<file path="src/rtl/fifo_spram_ctrl.sv">
// Valid/ready FIFO controller for a single-port RAM bank with 1-cycle read latency and a 2-entry output buffer.
// Latency: bank write to out_valid is at least 3 cycles. Backpressure: in_ready drops when the bank is full or busy.
module fifo_spram_ctrl #(
    parameter int DATA_WIDTH = 8,
    parameter int FIFO_DEPTH = 16,
    parameter int ADDR_WIDTH = $clog2(FIFO_DEPTH)
) (
    input  logic                  clk,
    input  logic                  rst_n,
    input  logic                  in_valid,
    output logic                  in_ready,
    input  logic [DATA_WIDTH-1:0] in_data,
    output logic                  out_valid,
    input  logic                  out_ready,
    output logic [DATA_WIDTH-1:0] out_data,
    output logic                  bank_wen,
    output logic [ADDR_WIDTH-1:0] bank_waddr,
    output logic [DATA_WIDTH-1:0] bank_wdata,
    output logic                  bank_ren,
    output logic [ADDR_WIDTH-1:0] bank_raddr,
    input  logic [DATA_WIDTH-1:0] bank_rdata,
    output logic [ADDR_WIDTH:0]   count
);
    localparam int PW = ADDR_WIDTH + 1;

    logic [PW-1:0]         wr_ptr_q, wr_ptr_d, rd_ptr_q, rd_ptr_d;
    logic [PW-1:0]         count_q, count_d, mem_used;
    logic                  busy_q, busy_d, inflight_q, inflight_d;
    logic [DATA_WIDTH-1:0] obuf_q [2];
    logic [DATA_WIDTH-1:0] obuf_d [2];
    logic                  obuf_rd_q, obuf_rd_d, obuf_wr_q, obuf_wr_d;
    logic [1:0]            obuf_cnt_q, obuf_cnt_d;
    logic [2:0]            credit;
    logic                  push, pop, read_go;

    always_comb begin
        mem_used  = wr_ptr_q - rd_ptr_q;
        // mem_used never exceeds DEPTH, so its MSB alone flags full
        in_ready  = rst_n & ~busy_q & ~mem_used[ADDR_WIDTH];
        out_valid = rst_n & (obuf_cnt_q != 2'd0);
        out_data  = obuf_q[obuf_rd_q];
        push      = in_valid & in_ready;
        pop       = out_valid & out_ready;
        // slots the output buffer will need after this cycle, including the read in flight
        credit    = {1'b0, obuf_cnt_q} + {2'b00, inflight_q} - {2'b00, pop};
        read_go   = rst_n & ~busy_q & (mem_used != '0) & (credit < 3'd2);

        bank_wen   = push;
        bank_waddr = wr_ptr_q[ADDR_WIDTH-1:0];
        bank_wdata = in_data;
        bank_ren   = read_go;
        bank_raddr = rd_ptr_q[ADDR_WIDTH-1:0];

        wr_ptr_d   = wr_ptr_q + PW'(push);
        rd_ptr_d   = rd_ptr_q + PW'(read_go);
        busy_d     = push & read_go;
        inflight_d = read_go;

        obuf_d = obuf_q;
        if (inflight_q) begin
            obuf_d[obuf_wr_q] = bank_rdata;
        end
        obuf_wr_d  = obuf_wr_q ^ inflight_q;
        obuf_rd_d  = obuf_rd_q ^ pop;
        obuf_cnt_d = obuf_cnt_q + {1'b0, inflight_q} - {1'b0, pop};

        count_d = (wr_ptr_d - rd_ptr_d) + PW'(inflight_d) + PW'(obuf_cnt_d);
        count   = rst_n ? count_q : '0;
    end

    always_ff @(posedge clk) begin
        if (!rst_n) begin
            wr_ptr_q   <= '0;
            rd_ptr_q   <= '0;
            count_q    <= '0;
            busy_q     <= 1'b0;
            inflight_q <= 1'b0;
            obuf_q[0]  <= '0;
            obuf_q[1]  <= '0;
            obuf_rd_q  <= 1'b0;
            obuf_wr_q  <= 1'b0;
            obuf_cnt_q <= 2'd0;
        end else begin
            wr_ptr_q   <= wr_ptr_d;
            rd_ptr_q   <= rd_ptr_d;
            count_q    <= count_d;
            busy_q     <= busy_d;
            inflight_q <= inflight_d;
            obuf_q[0]  <= obuf_d[0];
            obuf_q[1]  <= obuf_d[1];
            obuf_rd_q  <= obuf_rd_d;
            obuf_wr_q  <= obuf_wr_d;
            obuf_cnt_q <= obuf_cnt_d;
        end
    end
endmodule

</file>
<file path="config.mk">
export PLATFORM = sky130hd
export DESIGN_NAME = fifo_spram_ctrl
export DESIGN_NICKNAME = d
export VERILOG_FILES = /design/src/rtl/fifo_spram_ctrl.sv
export SDC_FILE = /design/constraint.sdc
export NUM_CORES = 1
export LEC_CHECK = 0
export BUFFER_PORTS_ARGS = -buffer_cell sky130_fd_sc_hd__buf_2
export CORE_ASPECT_RATIO = 1.1
export CORE_MARGIN = 4
export CORE_UTILIZATION = 45
export DETAILED_ROUTE_END_ITERATION = 12
export GPL_ROUTABILITY_DRIVEN = 1
export GPL_TIMING_DRIVEN = 0
export PLACE_DENSITY = 0.69
export REMOVE_ABC_BUFFERS = 1
export SLEW_MARGIN = 20
export SYNTH_ARGS = -nofsm -noshare
export SYNTH_HDL_FRONTEND = slang
export SYNTH_SLANG_ARGS = --single-unit
</file>
<file path="constraint.sdc">
create_clock -name clk -period 6.55 [get_ports clk]
set_clock_uncertainty 0.15 [all_clocks]
set_input_delay 0.9825 -clock clk [delete_from_list [all_inputs] [get_ports clk]]
set_output_delay 0.9825 -clock clk [all_outputs]
set_load 0.1 [all_outputs]
</file>
==> results.md <==
- Ant diodes: 0
- Drt via density: approximately 4.8
- DRC Markers: 0
- P_sw: 0.5523 mW
- Seq pwr share: 0.246
- Pre-CTS setup slack: 0.7011 ns
- Core Util, Final: 0.5274
- Core Area: 0.004379 mm²
- Total negative setup slack: 0 ns
- Worst Min Path Start: obuf_q[9]$_SDFFE_PN0P_
- Measured slew at the worst slew-check pin: 0.5251 ns
- Sequential element share of the synthesized area: 0.3547
- Max Clk Rate: around 180 MHz
- Rows: 25
- Final total power: 1.177 mW
- Iteration-0 DRC Markers: 25
- Clk root buf: clkbuf_8
- Endpoints failing setup: 0
- Maxcap violations: 0
- Clk pwr share: 0.173
- Hold-fix buffers at CTS: 0
- HP Class: reg2reg
- Slew margin rel.: 0.6500
- CP startpoint kind: input port
- # IOs: 53
- Die area: 0.005796 mm²
- # fillers: 424
- Period utilisation layout: 0.8399
- Final setup margin: 1.049 ns
- Final #Nets: about 270
- CTS clk-pin slew, worst paths: roughly 0.070 ns
- Clk sink count: 37
- Fin. max-slew vios: 0
- Logic pwr share: 0.581
- Crit. End Element: flip-flop
- Pwr Density: 509.6 mW/mm²
- Sw frac: 0.4692
- Crit path required time: 6.58 ns
- Layout cells sized above 1: 0.2467
- First-pass GRT wire length: 6.030 mm
- First-pass DRT Iterations: 4
- Hold Fails Final Rpt: 0
- Layout overhead on the synthesized area: 10.61%
- PortBufs: 36
- Max clock buf depth: 2
- Total Routing Usage GR: 0.1340
- Number of synthesized register bits: 37
- Pin count of the biggest net entering global routing: between 40 and 50
- RD Place Congestion: between 0.7 and 0.8
- Synth warn: 0
- Clock latency on the worst-skew pair: 0.28 ns
- Mapped Cells: 206
- Max rail drop VDD: between 400 and 500 µV
- GRT overflow: 0
- Top routing layer in use: met4
- Multi-input logic area: 0.001137 mm²
- Initial Utilization: 0.4769
- Initial antenna violation count: 0
- Vias in the first global route: 1365
- Arrival time worst endpoint: about 5.5 ns
- Int Power: 0.6247 mW
- Detailed Route WL: ~3.5 mm
- Post-Syn Area per Cell: just over 10 µm²
- Routed length on met3: about 290 µm
- Met1 WL: around 1.5 mm
- DP HPWL: 2.678 mm
- RSZ-0062 raised after global routing: no
- Reg2reg start: obuf_cnt_q[1]$_SDFF_PN0_
- Metal2 WL: between 1.5 and 2 mm
- Routed Antenna Nets: 0
- Via count: 1343
- Status: complete, no violations
- Maximum fanout along the worst path: 42
- Die width: approximately 73 µm
- Postcts setup bufs: 0
- Die Y: 79.45 µm
- Sequential standard cell area: 740.7 µm²
- Crit path launch: rst_n
- Crit Path Class: in2reg
- Mapped Area: ~0.0021 mm²
- H-tree levels: 2
- Crit path time final: 5.501 ns
- Total CTS buffers: 5
- Leak: 1.035 nW
- Routed WL per cell: 12.56 µm
- Post-cts resize count: 0
- CTS tree: done
- Yosys cell types: 28
synth_stat cells (all sizes together):
| cell | number | share of area |
|---|---|---|
| buf | 16 | 0.058 |
| mux2i | 16 | 0.077 |
| a21o | 2 | 0.0078 |
| xnor2 | 10 | 0.046 |
| nand3 | 5 | 0.012 |
| and3b | 1 | 0.0042 |
| o21a | 1 | 0.0036 |
| clkbuf | 7 | 0.013 |
| a21oi | 3 | 0.0072 |
| or2 | 1 | 0.0030 |
| o211ai | 1 | 0.0036 |
| nand2 | 1 | 0.0018 |
| nand2b | 3 | 0.0090 |
| nor2 | 3 | 0.0054 |
| o2111ai | 1 | 0.013 |
| fa | 4 | 0.038 |
| o31a | 1 | 0.0042 |
| xor2 | 6 | 0.025 |
| dfxtp | 37 | 0.35 |
| and3 | 1 | 0.0030 |
| mux2 | 8 | 0.043 |
| nor2b | 27 | 0.081 |
| ha | 18 | 0.11 |
| nor3 | 1 | 0.0048 |
| inv | 17 | 0.031 |
| and2 | 15 | 0.045 |
path summary, 6_finish.rpt:
check                                               to  slack, ns  depth (start not counted)
worst max register to register   count_q[4]$_SDFF_PN0_       1.78                         20
worst max-delay path             count_q[4]$_SDFF_PN0_       1.05                         21
worst min-delay path            obuf_q[9]$_SDFFE_PN0P_       0.36                          2
worst min register to register  obuf_q[9]$_SDFFE_PN0P_       0.36                          2
area by class of cell:
class,instances,share of cell area
Inverter,17,0.02763
Multi-Input combinational cell,129,0.4924
Clock inverter,2,0.01625
Sequential cell,37,0.3207
Timing Repair Buffer,36,0.07801
Clock buffer,6,0.03575
Tap cell,54,0.02925
layout by cell type, fill, tap and decap left out, drive strengths merged, types with 3 or more instances in the layout:
cell     n
nor2     3
inv     17
xor2     6
ha      18
clkbuf   6
mux2i   16
nand2b   3
buf     36
a21oi    3
fa       4
mux2     8
dfxtp   37
and2    15
nand3    5
xnor2   10
nor2b   27
metal layers:
layer / vias to the layer above / GRT usage
li1: 688 / -
met3: 7 / 0.05668
met2: 47 / 0.2157
met1: 601 / 0.1574
met4: 0 / 0.04982
met5: - / 0
cells by family after synthesis:
group,after synthesis,share of synthesized area
simple gates,58,0.1690
buf+inv,40,0.1007
flops,37,0.3547
mux,24,0.1198
fa+ha+maj,22,0.1462
xor+xnor,16,0.07071
compound gates,9,0.03895
per-stage QoR:
| step | std cells | hold WS, ns | instance area (µm²) |
|---|---|---|---|
| final | 281 | 0.3646 | 2310 |
| after global routing | 281 | 0.3936 | 2310 |
| after CTS | 281 | 0.3718 | 2310 |
| after detailed placement | 273 | 0.3514 | 2190 |
| after global placement | 273 | 0.3429 | 2190 |
| after floorplan | 183 | 0.3266 | 1942 |
registers in the layout (all words and copies together) (netlist names):
name	cells
obuf_cnt_q	2
obuf_rd_q	1
count_q	5
inflight_q	1
busy_q	1
rd_ptr_q	5
wr_ptr_q	5
obuf_wr_q	1
obuf_q	16
critical path: stages:
cell and delay, ns:
buf_2 0.42, o21a_1 0.21, and2_1 0.16, ha_1 0.24
inv_1 0.06, ha_1 0.13, inv_1 0.05, fa_1 0.54
o2111ai_4 0.20, inv_1 0.10, ha_1 0.23, ha_1 0.29
inv_1 0.06, fa_1 0.57, inv_1 0.07, fa_1 0.44
nand2b_1 0.18, a21oi_1 0.17, xor2_1 0.20, xnor2_1 0.08
and2_1 0.15
power by group through the flow:
stage | clock network, mW | logic (mW) | registers (mW)
4_1_cts | 0.212 | 0.694 | 0.291
3_3_place_gp | 0 | 0.678 | 0.294
6_report | 0.204 | 0.684 | 0.290
3_5_place_dp | 0 | 0.692 | 0.296
5_1_grt | 0.224 | 0.750 | 0.295
2_1_floorplan | 0 | 0.534 | 0.332
(Power assumes the default switching activity.)
